`src/rtl/odd_parity_rx_if.sv`:
```
// Bit-level line and word-level result bundle for odd_parity_rx.
// master = line/consumer side, slave = the receiver.
interface odd_parity_rx_if #(
  parameter int DATA_W = 8
);
  logic              bit_in;
  logic              bit_valid;
  logic [DATA_W-1:0] data_out;
  logic              data_valid;
  logic              parity_err;
  logic              frame_err;
  logic              busy;
  logic [7:0]        err_count;

  modport master (
    output bit_in, bit_valid,
    input  data_out, data_valid, parity_err, frame_err, busy, err_count
  );

  modport slave (
    input  bit_in, bit_valid,
    output data_out, data_valid, parity_err, frame_err, busy, err_count
  );
endinterface

```
`src/rtl/odd_parity_rx.sv`:
```
// Serial odd-parity frame receiver: start, DATA_W data bits LSB-first, odd parity, stop.
// Define ODD_PARITY_RX_ERR_COUNT_EN to build the saturating error-frame counter.
//
// state     | meaning
// ----------+-----------------------------------------------
// ST_IDLE   | waiting for a sampled 0 (start bit)
// ST_DATA   | shifting in DATA_W data bits
// ST_PARITY | sampling the parity bit
// ST_STOP   | sampling the stop bit, results registered out
module odd_parity_rx #(
  parameter int DATA_W = 8
) (
  input  logic           clk,
  input  logic           rst,
  odd_parity_rx_if.slave rx
);
  localparam logic [1:0] ST_IDLE   = 2'd0;
  localparam logic [1:0] ST_DATA   = 2'd1;
  localparam logic [1:0] ST_PARITY = 2'd2;
  localparam logic [1:0] ST_STOP   = 2'd3;
  localparam int         CNT_W     = $clog2(DATA_W + 1);

  logic [1:0]        state_q, state_d;
  logic [CNT_W-1:0]  cnt_q, cnt_d;
  logic              par_q, par_d;
  logic [DATA_W-1:0] shift_q, shift_d;
  logic [DATA_W-1:0] data_q, data_d;
  logic              dv_q, dv_d;
  logic              pe_q, pe_d;
  logic              fe_q, fe_d;
  logic              frame_done;

  assign frame_done = rx.bit_valid && (state_q == ST_STOP);

  always_comb begin
    state_d = state_q;
    cnt_d   = cnt_q;
    par_d   = par_q;
    shift_d = shift_q;
    data_d  = data_q;
    dv_d    = 1'b0;
    pe_d    = 1'b0;
    fe_d    = 1'b0;
    if (rx.bit_valid) begin
      case (state_q)
        ST_IDLE: begin
          if (!rx.bit_in) begin
            state_d = ST_DATA;
            cnt_d   = '0;
            par_d   = 1'b0;
          end
        end
        ST_DATA: begin
          shift_d = {rx.bit_in, shift_q[DATA_W-1:1]};
          par_d   = par_q ^ rx.bit_in;
          cnt_d   = cnt_q + CNT_W'(1);
          if (cnt_q == CNT_W'(DATA_W - 1)) state_d = ST_PARITY;
        end
        ST_PARITY: begin
          par_d   = par_q ^ rx.bit_in;
          state_d = ST_STOP;
        end
        default: begin
          state_d = ST_IDLE;
          data_d  = shift_q;
          dv_d    = 1'b1;
          pe_d    = ~par_q;
          fe_d    = ~rx.bit_in;
        end
      endcase
    end
  end

  always_ff @(posedge clk) begin
    if (rst) begin
      state_q <= ST_IDLE;
      cnt_q   <= '0;
      par_q   <= 1'b0;
      shift_q <= '0;
      data_q  <= '0;
      dv_q    <= 1'b0;
      pe_q    <= 1'b0;
      fe_q    <= 1'b0;
    end else begin
      state_q <= state_d;
      cnt_q   <= cnt_d;
      par_q   <= par_d;
      shift_q <= shift_d;
      data_q  <= data_d;
      dv_q    <= dv_d;
      pe_q    <= pe_d;
      fe_q    <= fe_d;
    end
  end

  assign rx.data_out   = data_q;
  assign rx.data_valid = dv_q;
  assign rx.parity_err = pe_q;
  assign rx.frame_err  = fe_q;
  assign rx.busy       = (state_q != ST_IDLE);

`ifdef ODD_PARITY_RX_ERR_COUNT_EN
  logic [7:0] err_cnt_q, err_cnt_d;

  // Counted at the stop-sampling edge so the new value lines up with data_valid.
  always_comb begin
    err_cnt_d = err_cnt_q;
    if (frame_done && (!par_q || !rx.bit_in) && (err_cnt_q != 8'hFF))
      err_cnt_d = err_cnt_q + 8'd1;
  end

  always_ff @(posedge clk) begin
    if (rst) err_cnt_q <= 8'h00;
    else     err_cnt_q <= err_cnt_d;
  end

  assign rx.err_count = err_cnt_q;
`else
  logic unused_frame_done;
  assign unused_frame_done = frame_done;
  assign rx.err_count      = 8'h00;
`endif
endmodule

```
`src/flat_wrapper.sv`:
```
// flat-port wrapper written by rule: the top's interface ports become plain ports
module odd_parity_rx_flat 
#(
  parameter int DATA_W = 8
)
  (clk, rst, rx_bit_in, rx_bit_valid, rx_data_out, rx_data_valid, rx_parity_err, rx_frame_err, rx_busy, rx_err_count);
  odd_parity_rx_if #(.DATA_W(DATA_W)) rx_i ();
  input  logic clk;
  input  logic rst;
  input wire logic [$bits(rx_i.bit_in)-1:0] rx_bit_in;
  input wire logic [$bits(rx_i.bit_valid)-1:0] rx_bit_valid;
  output wire logic [$bits(rx_i.data_out)-1:0] rx_data_out;
  output wire logic [$bits(rx_i.data_valid)-1:0] rx_data_valid;
  output wire logic [$bits(rx_i.parity_err)-1:0] rx_parity_err;
  output wire logic [$bits(rx_i.frame_err)-1:0] rx_frame_err;
  output wire logic [$bits(rx_i.busy)-1:0] rx_busy;
  output wire logic [$bits(rx_i.err_count)-1:0] rx_err_count;
  assign rx_i.bit_in = rx_bit_in;
  assign rx_i.bit_valid = rx_bit_valid;
  assign rx_data_out = rx_i.data_out;
  assign rx_data_valid = rx_i.data_valid;
  assign rx_parity_err = rx_i.parity_err;
  assign rx_frame_err = rx_i.frame_err;
  assign rx_busy = rx_i.busy;
  assign rx_err_count = rx_i.err_count;
  odd_parity_rx #(.DATA_W(DATA_W)) u_core (.clk(clk), .rst(rst), .rx(rx_i));
endmodule
```
`config.mk`:
```
export PLATFORM = sky130hd
export DESIGN_NAME = odd_parity_rx_flat
export DESIGN_NICKNAME = d
export VERILOG_FILES = /design/src/rtl/odd_parity_rx_if.sv /design/src/rtl/odd_parity_rx.sv /design/src/flat_wrapper.sv
export SDC_FILE = /design/constraint.sdc
export NUM_CORES = 1
export LEC_CHECK = 0
export ABC_AREA = 0
export BUFFER_PORTS_ARGS = -buffer_cell sky130_fd_sc_hd__buf_4
export CAP_MARGIN = 20
export CELL_PAD_IN_SITES_DETAIL_PLACEMENT = 1
export CELL_PAD_IN_SITES_GLOBAL_PLACEMENT = 1
export CORE_MARGIN = 8
export CORE_UTILIZATION = 41
export DETAILED_ROUTE_END_ITERATION = 8
export GPL_TIMING_DRIVEN = 0
export MAX_ROUTING_LAYER = met4
export PLACE_DENSITY_LB_ADDON = 0.1
export SYNTH_ARGS = -nofsm -noshare
export SYNTH_HDL_FRONTEND = slang
export SYNTH_SLANG_ARGS = --single-unit
```
`constraint.sdc`:
```
create_clock -name clk -period 3.65 [get_ports clk]
set_clock_uncertainty 0.05 [all_clocks]
set_input_delay 0.73 -clock clk [delete_from_list [all_inputs] [get_ports clk]]
set_output_delay 0.73 -clock clk [all_outputs]
set_load 0.01 [all_outputs]
```
==> results of run 1 <==
## cell usage in the layout (no fill, tap or decap)
cell / n
buf_2: 1
ha_1: 5
bufinv_16: 1
a21bo_1: 1
nand4_1: 1
inv_1: 4
dfxtp_1: 26
nand2_1: 20
a21oi_1: 21
o21ai_0: 3
buf_1: 1
a31o_2: 1
or4_1: 3
mux2_2: 1
clkbuf_1: 6
nand3_1: 18
nand3b_1: 2
nand2b_1: 2
or3b_2: 1
o31ai_1: 2
conb_1: 8
clkbuf_4: 3
nor3_1: 1
mux2i_1: 1
a31oi_1: 1
nor2_1: 8
buf_4: 22
## power groups by stage
| stage | clock network (W) | registers (W) | logic, W |
|---|---|---|---|
| detailed placement | 0 | 0.000301 | 0.0000904 |
| finish | 0.000202 | 0.000295 | 0.0000909 |
| floorplan | 0 | 0.000301 | 0.0000636 |
| CTS | 0.000207 | 0.000295 | 0.0000907 |
| global placement | 0 | 0.000301 | 0.0000866 |
| global route | 0.000217 | 0.000296 | 0.000103 |
## cell usage after synthesis, types with 2 or more instances
cell       n  area share [%]
nor2_1     8             2.6
o31ai_1    2             1.3
nand2b_1   2             1.1
nand3b_1   2             1.3
ha_1       5             5.5
dfxtp_1   26              46
buf_4      8             5.3
nand3_1   18             7.9
inv_1      4             1.3
o21ai_0    3             1.3
nand2_1   20             6.6
clkbuf_1   6             2.0
a21oi_1   21             9.2
or4_1      3             2.0
## per-layer routing
layer / track usage [%] / vias to the layer above / part of all wire [%]
li1: - / 506 / -
met3: 2.42 / 5 / 4.8
met5: - / - / 0
met2: 21.1 / 21 / 47
met1: 15.1 / 479 / 46
met4: 5.51 / 0 / 1.7
## per-stage QoR
stage | instances | utilization, %
floorplan | 146 | -
global placement | 191 | 48.3
detailed placement | 191 | 48.3
CTS | 195 | 50.3
global route | 195 | 50.3
finish | 195 | 50.3
## state kept, by name, indices dropped and copies added, names as in the netlist
register / count
u_core.cnt_q: 4
u_core.par_q: 1
u_core.rx.data_out: 8
u_core.rx.data_valid: 1
u_core.rx.frame_err: 1
u_core.rx.parity_err: 1
u_core.shift_q: 8
u_core.state_q: 2
## worst register-to-register path: cells and delay by family, from the launching register on
family                     cells  cell delay (ns)
buffers and inverters          2             0.26
DFF                            1             0.39
adders and majority gates      1             0.28
AOI/OAI and AO/OA              2             0.50
muxes                          1             0.37
## cell type report
class	count	area [sq um]	share of cell area (%)
buffer	16	91.3	6.70
clock buffer	3	22.5	1.65
clock inverter	1	30.0	2.20
inverter	4	15.0	1.10
multi-input combinational	100	539	39.6
sequential	26	520	38.2
tap	31	38.8	2.85
timing repair buffer	14	105	7.71
## logic make-up after synthesis
group / after synthesis / synth area share [%]
other: 1 / 0.329
buffers and inverters: 20 / 9.33
muxes: 2 / 1.87
and+or+nand+nor: 56 / 23.3
AOI/OAI and AO/OA: 29 / 14.1
adders and majority gates: 5 / 5.49
DFF: 26 / 45.7
## worst paths after layout
path | to | slack (ns) | cells past startpoint
min reg2reg | u_core.shift_q[0]$_SDFFE_PP0P_ | 0.42 | 2
max | rx_busy | 1.54 | 4
min | u_core.shift_q[0]$_SDFFE_PP0P_ | 0.42 | 2
max reg2reg | u_core.state_q[0]$_SDFFE_PP0P_ | 1.71 | 6
==> metrics.yaml, run 1 <==
detailed_routing:
  drc: 0
  detail-route-antenna-nets: 0
  vias: 1011
  routed_wl_um: 2720
  drt-vias-per-instance: 5.18
  drtPass1Iterations: 4
  drt_iter0_markers: 35
  wl_per_cell_um: 13.9
sta:
  fin_hold_ws_ns: 0.416
  finalSetupTns_ns: 0
  fin_ws_ns: 1.54
  fmax_mhz: 474
  finalHoldViolations: 0
  rsz0062_at_grt: "no"
  period_minus_slack_ns: 2.11
  period_share_pct: 57.8
  finalSetupViolCount: 0
  slew_violations: 0
power_and_ir_drop:
  intPower_w: 0.000434
  seqPwrFrac_pct: 50.2
  power_density_nw_per_um2: 431
  ir_worst_vdd_uv: 216
  switching_power_w: 0.000153
  p_clk_share_pct: 34.3
  power_w: 0.000588
  combinationalPowerShare_pct: 15.5
  p_leak_nw: 0.540
  p_sw_share_pct: 26.1
final_layout:
  diodes: 0
  final_area_sq_um: 1360
  drive_gt1_share_pct: 18.3
  final_nets: 174
  final.fill_count: 360
  syn_to_final_growth_pct: 19.5
placement:
  post_dp_cell_area_sq_um: 1310
  post-place-ws_ns: 1.64
  port_buffers: 14
  hpwlAfterDp_um: 1980
  gp_congestion: 0.779
cts:
  clock_path_buffers: 2
  cts.clk_slew.worst_paths_ns: 0.15
  cts_sinks: 26
  numCtsBuffers: 3
  cts_tree: "done"
  cts_root_buf: "clkbuf_4"
  holdBufCountCts: 0
  post_cts_resized: 0
  cts_setup_buffers: 0
  cts_htree_levels: 1
  clock_latency_ns: 0.33
floorplanning:
  die_area_sq_um: 4720
  die_w_um: 68.7
  die_height_um: 68.7
  io_pins: 24
  start_util_pct: 42.1
  core_area_sq_um: 2710
  rows: 19
yosys:
  ys_async_sr_fraction_pct: 0
  synth_edf_count: 0
  yosysWarnings: 0
  synth_seq_cells: 26
  synth_cells: 139
  yosysUniqueCellTypes: 25
  syn_area_sq_um: 1140
  yosysSeqAreaShare_pct: 45.7
  synthFlopType: "dfxtp_1"
  synth.avg_cell_area_sq_um: 8.20
worst_setup_path:
  crit_chain: "inv_1 > ha_1 > inv_1 > buf_4"
  crit_path_max_fanout: 6
  crit_path_start_kind: "flip-flop"
  endpoint_kind: "output pin"
  setup.worst_path.start: "u_core.state_q[0]$_SDFFE_PP0P_"
  required_ns: 2.87
  rr_startpoint: "u_core.state_q[0]$_SDFFE_PP0P_"
  cpMostUsedCell: "inv_1"
  crit_type: "reg -> out"
  cp_slowest_cell: "dfxtp_1"
  cp_data_arrival_time_ns: 1.33
  critPathMaxStageDelay_ns: 0.39
  critPathTopFamily: "flip-flops"
  path_buf_inv: 3
outcome:
  status: "complete, no violations"
global_routing:
  grt_pass1_vias: 1036
  antenna_found_initial: 0
  grt.total_usage_pct: 12.9
  grt_overflow: 0
  grt_pass1_wl_um: 4600
  grt_start_max_net_pins: 16
min_path:
  hold_start: "u_core.shift_q[0]$_SDFFE_PP0P_"
  hold_class: "reg -> reg"
run:
  cap_violations: 0
Note: power is estimated with default switching activity, not from simulation.
==> run 2, diff against run 1 <==
--- a/config.mk
+++ b/config.mk
@@ -11,7 +11,7 @@
 export CELL_PAD_IN_SITES_DETAIL_PLACEMENT = 1
 export CELL_PAD_IN_SITES_GLOBAL_PLACEMENT = 1
 export CORE_MARGIN = 8
-export CORE_UTILIZATION = 41
+export CORE_UTILIZATION = 34
 export DETAILED_ROUTE_END_ITERATION = 8
 export GPL_TIMING_DRIVEN = 0
 export MAX_ROUTING_LAYER = met4
==> constraint.sdc (replaced) <==
create_clock -name clk -period 1.8 [get_ports clk]
set_clock_uncertainty 0.05 [all_clocks]
set_input_delay 0.36 -clock clk [delete_from_list [all_inputs] [get_ports clk]]
set_output_delay 0.36 -clock clk [all_outputs]
set_load 0.01 [all_outputs]
==> run 2 against run 1 <==
- die area increased by 16%
- global-route usage shrank 1.6 points
- sequential power up 100%
- worst hold slack lost 0.22 ns
- via count down 1.5%
- first-iteration DRC count up 11%
- critical path type is now reg -> reg
- utilization is 7.0 points lower
- power is 110% higher
- setup slack got worse by 1.4 ns
- register-to-register slack got worse by 1.6 ns
- clock power rose by 99%
- routed wire length grew 0.99%
==> metrics.yaml, run 2 (synthesis gave the netlist of run 1 again) <==
outcome:
  status: "complete, no violations"  # unchanged
cts:
  numCtsBuffers: 3  # unchanged
  clock_latency_ns: 0.31  # was 0.33 ns
  cts_htree_levels: 1  # unchanged
  cts_root_buf: "clkbuf_4"  # unchanged
  clock_path_buffers: 2  # unchanged
  cts_sinks: 26  # unchanged
  cts.clk_slew.worst_paths_ns: 0.15  # about the same
  holdBufCountCts: 0  # unchanged
  cts_tree: "done"  # unchanged
global_routing:
  grt_overflow: 0  # unchanged
  grt.total_usage_pct: 11.3  # was 12.9%
  antenna_found_initial: 0  # unchanged
  grt_start_max_net_pins: 16  # unchanged
  grt_pass1_wl_um: 4830  # was 4600 um
  grt_pass1_vias: 1030  # was 1036
min_path:
  hold_class: "in -> reg"  # was reg -> reg
  hold_path_depth: 2  # unchanged
worst_setup_path:
  endpoint_kind: "flip-flop"  # was output pin
  r2r_cells: 5  # was 6
  crit_path_start_kind: "flip-flop"  # unchanged
  required_ns: 1.97  # was 2.87 ns
  crit_type: "reg -> reg"  # was reg -> out
  cp_data_arrival_time_ns: 1.84  # was 1.33 ns
  crit_path_max_fanout: 10  # was 6
power_and_ir_drop:
  power_w: 0.00121  # was 0.000588 W
  p_sw_share_pct: 25.6  # was 26.1%
  combinationalPowerShare_pct: 17.5  # was 15.5%
  power_density_nw_per_um2: 853  # was 431 nW/um^2
  p_clk_share_pct: 33.2  # was 34.3%
  ir_worst_vdd_uv: 384  # was 216 uV
  switching_power_w: 0.000310  # was 0.000153 W
  intPower_w: 0.000904  # was 0.000434 W
  seqPwrFrac_pct: 49.3  # was 50.2%
  p_leak_nw: 0.562  # was 0.540 nW
sta:
  rsz0062_at_grt: "no"  # unchanged
  period_share_pct: 92.8
  finalSetupViolCount: 0  # unchanged
  fmax_mhz: 599
  slew_violations: 0  # unchanged
  finalHoldViolations: 0  # unchanged
  period_minus_slack_ns: 1.67
placement:
  hpwlAfterDp_um: 2000  # was 1980 um
  gp_congestion: 0.720  # was 0.779
  post_dp_cell_area_sq_um: 1330  # was 1310 sq um
  port_buffers: 14  # unchanged
run:
  cap_violations: 0  # unchanged
floorplanning:
  die_w_um: 73.9  # was 68.7 um
  io_pins: 24  # unchanged
  die_height_um: 73.9  # was 68.7 um
  die_area_sq_um: 5460  # was 4720 sq um
  rows: 21  # was 19
  core_area_sq_um: 3280  # was 2710 sq um
  start_util_pct: 34.7  # was 42.1%
detailed_routing:
  drtPass1Iterations: 4  # unchanged
  routed_wl_um: 2740  # was 2720 um
  drc: 0  # unchanged
  vias: 996  # was 1011
  wl_per_cell_um: 12.9  # was 13.9 um
  detail-route-antenna-nets: 0  # unchanged
  drt-vias-per-instance: 4.70  # was 5.18
  drt_iter0_markers: 39  # was 35
final_layout:
  final.fill_count: 410  # was 360
  diodes: 0  # unchanged
  final_area_sq_um: 1420  # was 1360 sq um
  syn_to_final_growth_pct: 24.8  # was 19.5%
  final_common_cell: "buf_4"  # was dfxtp_1
  final_nets: 176  # was 174
  final_cell_mix: "25 x buf_4, 24 x dfxtp_1, 21 x a21oi_1"  # was 26 x dfxtp_1, 22 x buf_4, 21 x a21oi_1
  drive_gt1_share_pct: 22.9  # was 18.3%
-- run 2: layout make-up --
type / count / area (sq um) / area share, %
multi-input cells: 100 / 558 / 39.2
plain buffers: 15 / 88.8 / 6.24
clock buffers: 3 / 22.5 / 1.58
well taps: 46 / 57.6 / 4.05
inverters: 4 / 15.0 / 1.06
repair buffers: 17 / 128 / 8.97
clock inverters: 1 / 30.0 / 2.11
flip-flops and latches: 26 / 523 / 36.8
-- run 2: metrics by stage --
stage / setup TNS (ns) / worst slack [ns] / hold slack, ns / util, % / instances
floorplan: 0 / 0.0859 / 0.368 / - / 146
global placement: -0.0350 / -0.0181 / 0.393 / 40.5 / 206
detailed placement: -0.363 / -0.0875 / 0.393 / 40.5 / 206
CTS: 0 / 0.0184 / 0.173 / 43.2 / 213
global route: 0 / 0.0269 / 0.195 / 43.3 / 212
finish: 0 / 0.130 / 0.195 / 43.3 / 212
-- run 2: routing by layer --
layer	vias to the layer above	part of all wire [%]	GRT usage, %
li1	514	-	-
met1	463	47	13.7
met2	17	47	18.3
met3	2	4.8	2.32
met4	0	0.77	3.33
met5	-	0	-
-- run 2: worst max-delay path, stage by stage, from the launching register on --
cell     delay [ns]
dfxtp_2        0.37
inv_1          0.09
ha_4           0.19
a21bo_4        0.25
a21oi_1        0.26
mux2_2         0.37
-- run 2: power groups by stage --
stage	registers [W]	logic [W]	clock network, W
6_report	0.000599	0.000213	0.000402
5_1_grt	0.000601	0.000239	0.000438
4_1_cts	0.000599	0.000208	0.000416
3_5_place_dp	0.000611	0.000183	0
3_3_place_gp	0.000610	0.000178	0
2_1_floorplan	0.000610	0.000129	0
-- run 2: path summary, 6_finish.rpt --
check	end	start	slack, ns
setup / recovery	u_core.state_q[0]$_SDFFE_PP0P_	u_core.state_q[0]$_SDFFE_PP0P_	0.13
hold / removal	u_core.rx.frame_err$_SDFF_PP0_	rx_bit_in	0.20
setup reg to reg	u_core.state_q[0]$_SDFFE_PP0P_	u_core.state_q[0]$_SDFFE_PP0P_	0.13
hold reg to reg	u_core.rx.data_out[3]$_SDFFE_PP0P_	u_core.rx.data_out[3]$_SDFFE_PP0P_	0.42
-- run 2: what timing repair did --
action / CTS / global route
resized for setup: 4 / 6
pin swaps: 0 / 1
endpoints found under the setup margin: 6 / 20
buffers inserted: 3 / 0
==> run 3, diff against run 2 <==
--- a/config.mk
+++ b/config.mk
@@ -6,7 +6,7 @@
 export NUM_CORES = 1
 export LEC_CHECK = 0
 export ABC_AREA = 0
-export BUFFER_PORTS_ARGS = -buffer_cell sky130_fd_sc_hd__buf_4
+export BUFFER_PORTS_ARGS = -buffer_cell sky130_fd_sc_hd__buf_2
 export CAP_MARGIN = 20
 export CELL_PAD_IN_SITES_DETAIL_PLACEMENT = 1
 export CELL_PAD_IN_SITES_GLOBAL_PLACEMENT = 1
==> run 3 against run 2 <==
- maximum frequency shrank 1.3%
- cell count shrank 1.4%
- cell area shrank 3.9%
- largest power group unchanged
- highest routed layer unchanged
- utilization shrank 1.7 points
- first-iteration DRC count shrank 31%
- non-clock buffer count shrank 3
- power shrank 1.5%
- sequential power is essentially flat
- sequential cell count is the same
- die area is the same
- register-to-register slack lost 0.02 ns
==> metrics.yaml, run 3 (synthesis gave the netlist of run 1 again) <==
outcome:
  status: "complete, no violations"  # unchanged
sta:
  worst_pin_slew_ns: 0.507
  finalSetupViolCount: 0  # unchanged
  slew_violations: 0  # unchanged
  rsz0062_at_grt: "no"  # unchanged
  period_share_pct: 94.1  # was 92.8%
  period_minus_slack_ns: 1.69  # was 1.67 ns
  max-slew-margin-rel_pct: 66.2
  fmax_mhz: 591  # was 599 MHz
  finalHoldViolations: 0  # unchanged
power_and_ir_drop:
  p_leak_nw: 0.542  # was 0.562 nW
  power_w: 0.00120  # was 0.00121 W
  ir_worst_vdd_uv: 332  # was 384 uV
  power_density_nw_per_um2: 875  # was 853 nW/um^2
final_layout:
  drive_gt1_share_pct: 23.3  # was 22.9%
  final_cell_mix: "24 x dfxtp_1, 20 x a21oi_1, 19 x nand2_1"  # was 25 x buf_4, 24 x dfxtp_1, 21 x a21oi_1
  final_nets: 173  # was 176
  syn_to_final_growth_pct: 20.0  # was 24.8%
  final_area_sq_um: 1370  # was 1420 sq um
  final_util_pct: 41.6  # was 43.3%
  diodes: 0  # unchanged
  final_common_cell: "dfxtp_1"  # was buf_4
worst_setup_path:
  crit_type: "reg -> reg"  # unchanged
  endpoint_kind: "flip-flop"  # unchanged
  crit_path_max_fanout: 10  # unchanged
  required_ns: 2.02  # was 1.97 ns
  crit_path_start_kind: "flip-flop"  # unchanged
  crit_chain: "inv_1 > ha_4 > a21bo_2 > or4_4 > a21oi_2"  # was inv_1 > ha_4 > a21bo_4 > a21oi_1 > mux2_2
  critPathMaxStageDelay_ns: 0.53  # was 0.37 ns
  cp_slowest_cell: "or4_4"  # was dfxtp_2
  cp_data_arrival_time_ns: 1.91  # was 1.84 ns
cts:
  cts_setup_buffers: 0  # was 3
  cts_htree_levels: 1  # unchanged
  holdBufCountCts: 0  # unchanged
  cts_root_buf: "clkbuf_4"  # unchanged
  numCtsBuffers: 3  # unchanged
  clock_latency_ns: 0.32  # was 0.31 ns
  cts.clk_slew.worst_paths_ns: 0.14  # was 0.15 ns
  cts_sinks: 26  # unchanged
  cts_tree: "done"  # unchanged
  clock_path_buffers: 2  # unchanged
global_routing:
  grt_pass1_wl_um: 4960  # was 4830 um
  grt_pass1_vias: 1065  # was 1030
  use_met1_pct: 14.5  # was 13.7%
  antenna_found_initial: 0  # unchanged
  grt_start_max_net_pins: 16  # unchanged
  met3_usage_pct: 2.46  # was 2.32%
  use_met2_pct: 18.5  # was 18.3%
  grt.total_usage_pct: 11.7  # was 11.3%
  top_usage_layer: "met2"  # unchanged
  grt_overflow: 0  # unchanged
detailed_routing:
  drtPass1Iterations: 4  # unchanged
  drt_iter0_markers: 27  # was 39
  vias: 993  # was 996
  detail-route-antenna-nets: 0  # unchanged
  drc: 0  # unchanged
  wl_per_cell_um: 13.1  # was 12.9 um
  drt-vias-per-instance: 4.75  # was 4.70
  routed_wl_um: 2730  # was 2740 um
placement:
  gp_congestion: 0.732  # was 0.720
  post_dp_cell_area_sq_um: 1290  # was 1330 sq um
  hpwlAfterDp_um: 1970  # was 2000 um
  port_buffers: 14  # unchanged
floorplanning:
  core_area_sq_um: 3280  # unchanged
  io_pins: 24  # unchanged
  die_area_sq_um: 5460  # unchanged
  rows: 21  # unchanged
  start_util_pct: 34.7  # unchanged
  die_w_um: 73.9  # unchanged
  die_height_um: 73.9  # unchanged
run:
  cap_violations: 0  # unchanged
min_path:
  hold_class: "in -> reg"  # unchanged
[run 3: per-layer routing]
metal  wire length [um]  vias up
met4                 18        0
met1               1340      467
met2               1260       17
met5                  0        -
met3                110        2
li1                   -      507
[run 3: worst paths after layout]
path                                                         start                                  to  slack (ns)  cells after the start
worst min-delay path                                     rx_bit_in      u_core.rx.frame_err$_SDFF_PP0_        0.24                      2
worst max register to register      u_core.state_q[1]$_SDFFE_PP0P_        u_core.cnt_q[3]$_SDFFE_PP0P_        0.11                      5
worst max-delay path                u_core.state_q[1]$_SDFFE_PP0P_        u_core.cnt_q[3]$_SDFFE_PP0P_        0.11                      5
worst min register to register  u_core.rx.data_out[4]$_SDFFE_PP0P_  u_core.rx.data_out[4]$_SDFFE_PP0P_        0.41                      2
[run 3: timing repair]
item                                    in CTS  in global routing
endpoints found under the setup margin       5                 21
gates resized for setup                      4                  7
cloned                                       0                  0
pin swaps                                    0                  1
[run 3: worst max-delay path: cells and delay by family (launching register included)]
kind | cells | cell delay, ns
compound gates | 2 | 0.42
simple gates | 1 | 0.53
flops | 1 | 0.38
buf+inv | 1 | 0.08
fa+ha+maj | 1 | 0.18
[run 3: stage by stage]
step	setup slack [ns]	cells	setup TNS, ns	hold slack, ns
after CTS	0.0109	210	0	0.215
after global placement	-0.0186	206	-0.0366	0.390
after floorplan	0.0859	146	0	0.368
after detailed placement	-0.0712	206	-0.287	0.395
after global routing	0.0102	209	0	0.232
final	0.107	209	0	0.237
[run 3: layout make-up]
cell class                 instances  area, sq um
sequential                        26          523
inverter                           4         15.0
clock buffer                       3         22.5
clock inverter                     1         30.0
multi-input combinational        100          562
fill                             409         1920
buffer                            15         87.6
tap                               46         57.6
timing repair buffer              14         70.1
[run 3: power by group]
part           internal [W]  switching [W]
logic             0.0000734       0.000119
clock network      0.000225       0.000179
registers          0.000590      0.0000107
total              0.000888       0.000308
